`src/rtl/c_frag_cfg_loader.sv`:
```
// Byte-framed configuration loader for a column of C_FRAG logic muxes.
// A frame is checked against its XOR checksum before the shadow copy is made live.
//
// state     | meaning
// ----------+----------------------------------------------------------
// S_IDLE    | hunting for HDR_BYTE, any other accepted byte is dropped
// S_PAYLOAD | filling shadow, one byte per cell, cell 0 first
// S_CSUM    | waiting for the checksum byte
// S_COMMIT  | single cycle, shadow copied to CFG, input stalled
module c_frag_cfg_loader #(
  parameter int          NUM_CELLS = 4,
  parameter logic [7:0]  HDR_BYTE  = 8'hA5
) (
  input  logic                   QCK,
  input  logic                   QRN,
  input  logic [7:0]             DIN,
  input  logic                   DVALID,
  output logic                   DREADY,
  input  logic                   ABORT,
  output logic [8*NUM_CELLS-1:0] CFG,
  output logic                   CFG_OK,
  output logic                   DONE,
  output logic                   ERR,
  output logic                   BUSY
);

  localparam int IW = $clog2(NUM_CELLS + 1);
  localparam logic [IW-1:0] LAST_IDX = IW'(NUM_CELLS - 1);

  typedef enum logic [1:0] {
    S_IDLE    = 2'd0,
    S_PAYLOAD = 2'd1,
    S_CSUM    = 2'd2,
    S_COMMIT  = 2'd3
  } state_t;

  state_t                 state;
  logic [IW-1:0]          idx;
  logic [7:0]             csum;
  logic [8*NUM_CELLS-1:0] shadow;

  assign DREADY = (state != S_COMMIT);
  assign BUSY   = (state != S_IDLE);

  always_ff @(posedge QCK or negedge QRN) begin
    if (!QRN) begin
      state  <= S_IDLE;
      idx    <= '0;
      csum   <= '0;
      shadow <= '0;
      CFG    <= '0;
      CFG_OK <= 1'b0;
      DONE   <= 1'b0;
      ERR    <= 1'b0;
    end else begin
      DONE <= 1'b0;
      // COMMIT finishes even under ABORT; ABORT otherwise wins over a transfer
      if (state == S_COMMIT) begin
        CFG    <= shadow;
        CFG_OK <= 1'b1;
        DONE   <= 1'b1;
        state  <= S_IDLE;
      end else if (ABORT) begin
        state <= S_IDLE;
      end else if (DVALID) begin
        unique case (state)
          S_IDLE: begin
            if (DIN == HDR_BYTE) begin
              state <= S_PAYLOAD;
              idx   <= '0;
              csum  <= '0;
              ERR   <= 1'b0;
            end
          end
          S_PAYLOAD: begin
            shadow[int'(idx)*8 +: 8] <= DIN;
            csum <= csum ^ DIN;
            idx  <= idx + 1'b1;
            if (idx == LAST_IDX) state <= S_CSUM;
          end
          S_CSUM: begin
            if (DIN == csum) begin
              state <= S_COMMIT;
            end else begin
              state <= S_IDLE;
              ERR   <= 1'b1;
            end
          end
          default: state <= S_IDLE;
        endcase
      end
    end
  end

endmodule

```
`config.mk`:
```
export PLATFORM = sky130hd
export DESIGN_NAME = c_frag_cfg_loader
export DESIGN_NICKNAME = d
export VERILOG_FILES = /design/src/rtl/c_frag_cfg_loader.sv
export SDC_FILE = /design/constraint.sdc
export NUM_CORES = 1
export LEC_CHECK = 0
export CAP_MARGIN = 20
export CORE_UTILIZATION = 59
export CTS_BUF_LIST = sky130_fd_sc_hd__clkbuf_4 sky130_fd_sc_hd__clkbuf_8
export DETAILED_ROUTE_END_ITERATION = 10
export DONT_BUFFER_PORTS = 1
export HOLD_SLACK_MARGIN = 0.03
export MAX_ROUTING_LAYER = met4
export PLACE_DENSITY_LB_ADDON = 0.15
export SYNTH_ARGS = -nofsm -noshare
export SYNTH_HDL_FRONTEND = slang
export SYNTH_SLANG_ARGS = --single-unit
export TNS_END_PERCENT = 50
```
`constraint.sdc`:
```
create_clock -name QCK -period 6.4 [get_ports QCK]
set_input_delay 1.6 -clock QCK [delete_from_list [all_inputs] [get_ports QCK]]
set_output_delay 1.6 -clock QCK [all_outputs]
set_load 0.01 [all_outputs]
```
Yosys cells after proc, flatten, opt, wreduce, memory -nomap -nowiden --
Index checks and enable logic that the tools add are counted.
Storage, ports and cells: bits in read-only memories 0, input port bits 12, bits in registers 80, latch bits 0, memories 0, RAM bits 0, word-level logic and storage cells 51
Cells by class: multiplexer cells 16, magnitude comparators 0, divide/modulo/power cells 0, bitwise operators 3, reduce and logical (&&, ||, !) cells 9, equality and inequality tests 11, add/sub/neg operators 2, multiply operators 0, shifts and indexed selects 2
Operators by type and width (count):
- 6-bit negation with 33-bit output | 1
- 8-bit by 33-bit variable shift with 32-bit output, first input constant | 1
- 8-bit by 33-bit indexed part select with 32-bit output | 1
- 32-bit bitwise mux | 1
- 8-bit one-hot mux with 2 select lines | 1
- 2-bit 2-to-1 mux | 6
- 8-bit == test | 1
- 8-bit == test, second input constant | 1
- 8-bit 2-to-1 mux | 1
- 4-bit != test, second input constant | 2
- 8-bit bitwise XOR | 1
- 2-bit != test, second input constant | 3
- 2-bit one-hot mux with 3 select lines | 1
- 3-bit one-hot mux with 2 select lines | 1
- 6-bit AND reduction | 1
- 2-bit nonzero test | 3
- 5-bit AND reduction | 1
- 2-bit == test, second input constant | 2
- 4-bit AND reduction | 1
- 3-bit by 1-bit adder with 3-bit output, second input constant | 1
- 3-bit by 2-bit == test with 1-bit output, second input constant | 1
- 1-bit 2-to-1 mux | 3
- 3-bit 2-to-1 mux | 1
- 3-bit AND reduction | 1
- 5 further kinds | 6

Logic depth before layout (Yosys ltp) --
depth after elaboration 6, depth in mapped cells 8

Least setup slack after synthesis --
No wires, ideal clock.
path kind input to register, start in DIN[7], end reg state[0], data required time 6.313 ns, setup slack 3.570 ns, data arrival time 2.743 ns, stages on the path 5, cell sequence clkbuf_1 nor4bb_1 a21oi_1 or4b_1 o211ai_1
Between the ends: cells in the longest elaborated chain, start to end 6, elaborated cells on any way between the ends 9
Ends and longest elaborated chain:
- from (decl) | line 16 | input logic [7:0] DIN,
- 8-bit == test | line 82 | if (DIN == csum) begin
- 2-bit 2-to-1 mux | line 82
- 2-bit one-hot mux with 3 select lines | line 66 | unique case (state)
- 2-bit 2-to-1 mux | line 65 | end else if (DVALID) begin
- 2-bit 2-to-1 mux | line 63 | end else if (ABORT) begin
- 2-bit 2-to-1 mux | line 58 | if (state == S_COMMIT) begin
- to (signal assigned) | line 62 | state <= S_IDLE;
- to (signal assigned) | line 64 | state <= S_IDLE;
- to (signal assigned) | line 69 | state <= S_PAYLOAD;
- to (decl) | line 37 | state_t state;
Several ways; a longest one is shown, not always the timed one. The select of a mux whose other input is x is not followed. A chain may end at the register's enable or synchronous reset.

Worst setup path in the final report --
start in ABORT, end reg shadow[31]
Between the ends: cells in the longest elaborated chain, start to end 2
Ends and longest elaborated chain:
- from (decl) | line 19 | input logic ABORT,
- 1-bit NOT (no source line)
- 4-bit AND reduction (no source line)
- to (signal assigned) | line 50 | shadow <= '0;
- to (signal, indexed assignment) | line 76 | shadow[int'(idx)*8 +: 8] <= DIN;
- to (decl) | line 40 | logic [8*NUM_CELLS-1:0] shadow;
Every way passes these cells.

==> flow_metrics.tcl <==
set metrics [dict create \
    worstSetupPathType "in -> reg" \
    fp-row-count 27 \
    grt_antenna_before_repair 0 \
    crit_required_ns 6.63 \
    cts_tree "yes" \
    clk-insertion-delay-late_ns 0.35 \
    final_max_slew_viol_count 0 \
    critical_path.max_stage_delay_ns 0.73 \
    vias 2077 \
    syn2layout_area_growth_pct 5.72 \
    htree_levels 3 \
    first_global_vias 2023 \
    dieWidth_microns 78.3 \
    yosysMostFrequentCell "dfrtp_1" \
    drive_gt1_share_pct 23.5 \
    skew_ns 0.00672 \
    cts_root_buf "clkbuf_8" \
    ys.flop_type "dfrtp_1" \
    grt_max_degree 81 \
    ios 49 \
    startpoint_type "primary input" \
    utilization_pct 65.1 \
    nets 290 \
    cap_viol_max_count 0 \
    tns_ns 0 \
    die_area_sq_um 6130 \
    p_leak_nw 1.77 \
    synth_top_cells_by_count "dfrtp_1 (80), mux2_2 (40), o21ai_0 (31), nand2_1 (21), clkbuf_1 (13)" \
    postCtsSetupBuffers 0 \
    cts_num_sinks 80 \
    seq_area_frac_synth_pct 58.3 \
    synth_top_area_share_pct 58.3 \
    grt_pass1_wl_microns 10200 \
    avgSynthCellArea_sq_um 12.2 \
    grt_overflow_total 0 \
    final.min_clock_period_ns 3.42 \
    setup_viol_count_final 0 \
    cts_resized 0 \
    cts-hold-fix-buffers 0 \
    path_cells "nand4bb_1 -> nor3b_2 -> nand3b_1 -> mux2_2" \
    cts_made_buffers 9 \
    critical-path-top-delay-family "simple AND/OR/NAND/NOR gates" \
    place.gp.congestion 0.775 \
    hold_viol 0 \
    clock_tree.buffer_depth 2 \
    power_density_nw_per_um2 257 \
    hold_ws_ns 0.487 \
    synthCells 282 \
    die_y_microns 78.3 \
    post-place-ws_ns 2.64 \
    fmax_mhz 292 \
    syn_area_sq_um 3430 \
    min_period_over_period_pct 53.4 \
    antenna_left 0 \
    via_per_inst 5.95 \
    route.detailed.drc 0 \
    ys.warnings.count 0 \
    drt_iter0_markers 101 \
    core_area_sq_um 5570 \
    synth_area_leaders "dfrtp_1 (58%), mux2_2 (13%), o21ai_0 (4.5%), mux2_1 (2.3%), nand2_1 (2.3%)" \
    yosys.area.top_type "dfrtp_1" \
    synth_seq_cells 80 \
    wirelength_microns 6250 \
    first_pass_iters 4 \
    slew_headroom_pct 35.9 \
    clk_pin_slew_ns 0.07 \
    synth_edf_count 0 \
    hpwl_microns 4070 \
    hp-class "reg -> reg" \
    end_kind "flop" \
    peakVddDrop_mv 0.143 \
    yosysUniqueCellTypes 44 \
    max_slew.worst_pin.slew_ns 0.962 \
    synth_fp_nets 298 \
    synthArstFlopShare_pct 100 \
    fin_cells 349 \
    cp_slowest_cell "nor3b_2" \
    status "finished, final reports clean" \
    start_util_pct 61.6 \
    critPathBufInv 0 \
    setup_ws_ns 2.98 \
    critPathMaxFanout 12 \
    wire_per_inst_microns 17.9 \
    grt_usage_pct 23.1 \
    worstPathArrival_ns 3.65 \
    numPlacedInstances 335 \
    numPortBuffers 0 \
    rsz0062_at_grt "false" \
    antenna_cells 0 \
]
## final timing paths
path                       slack, ns          to  depth (start not counted)       from
max                             2.98  shadow[31]                          4      ABORT
min reg2reg                     0.49   shadow[8]                          1  shadow[8]
min                             0.49   shadow[8]                          1  shadow[8]
min in group asynchronous       0.94      CFG[3]                          0        QRN
max reg2reg                     3.48  shadow[31]                          6     idx[0]
max in group asynchronous       5.36     CFG[18]                          0        QRN
## layout make-up
cell class,instances,area (sq um)
Clock inverter,3,45.0
Clock buffer,11,139
Inverter,13,48.8
Sequential cell,80,2000
Fill cell,415,1940
Multi-Input combinational cell,169,1300
Tap cell,72,90.1
Timing Repair Buffer,1,7.51
## metal layers
metal | vias up | global-route usage [%] | routed length (microns)
met2 | 58 | 36.3 | 3010
met3 | 9 | 6.74 | 349
met5 | - | - | 0
met1 | 1037 | 29.0 | 2810
met4 | 0 | 7.22 | 76
li1 | 973 | - | -
## metrics by stage
stage | instance area (sq um) | power, mW
finish | 3630 | 0.933
floorplan | 3430 | 0.582
global route | 3630 | 0.967
CTS | 3630 | 0.939
global placement | 3450 | 0.583
detailed placement | 3450 | 0.585
## where the power goes
part           internal, mW  switching, mW
registers             0.519         0.0122
logic                0.0204         0.0236
clock network         0.185          0.173
## worst register-to-register path, cell delays in order (launching register included)
cell      delay, ns
dfrtp_1        0.50
clkinv_1       0.29
ha_1           0.28
ha_1           0.28
nor3b_2        0.58
nand3b_1       0.47
mux2_2         0.40
## flip-flops by register name, indices dropped and copies added (netlist names)
register / flops
CFG: 32
CFG_OK: 1
DONE: 1
ERR: 1
csum: 8
idx: 3
shadow: 32
state: 2
## logic make-up (layout without fill, tap and decap cells)
kind of cell,count (synthesis),count (layout),synth area share (%)
buffers and inverters,33,28,3.90
and+or+nand+nor,67,67,11.8
muxes,47,47,15.4
AOI/OAI and AO/OA,43,43,7.11
adders and majority gates,4,4,1.46
DFF,80,80,58.3
xor gates and xnor gates,8,8,2.04
## placed cells by master (no fill, tap or decap), types with 2 or more instances in the layout
cell / instances
xor2_1: 7
nor2_1: 10
mux2_2: 40
or2_2: 2
nand2_1: 21
clkinvlp_4: 2
nor4_1: 2
clkbuf_4: 2
nor4bb_1: 2
nand4_1: 9
nand3_1: 3
mux2_1: 7
dfrtp_1: 80
o31ai_1: 8
ha_1: 4
inv_1: 11
clkbuf_8: 9
nor3_1: 2
o21ai_0: 31
Note: power is estimated with default switching activity, not from simulation.
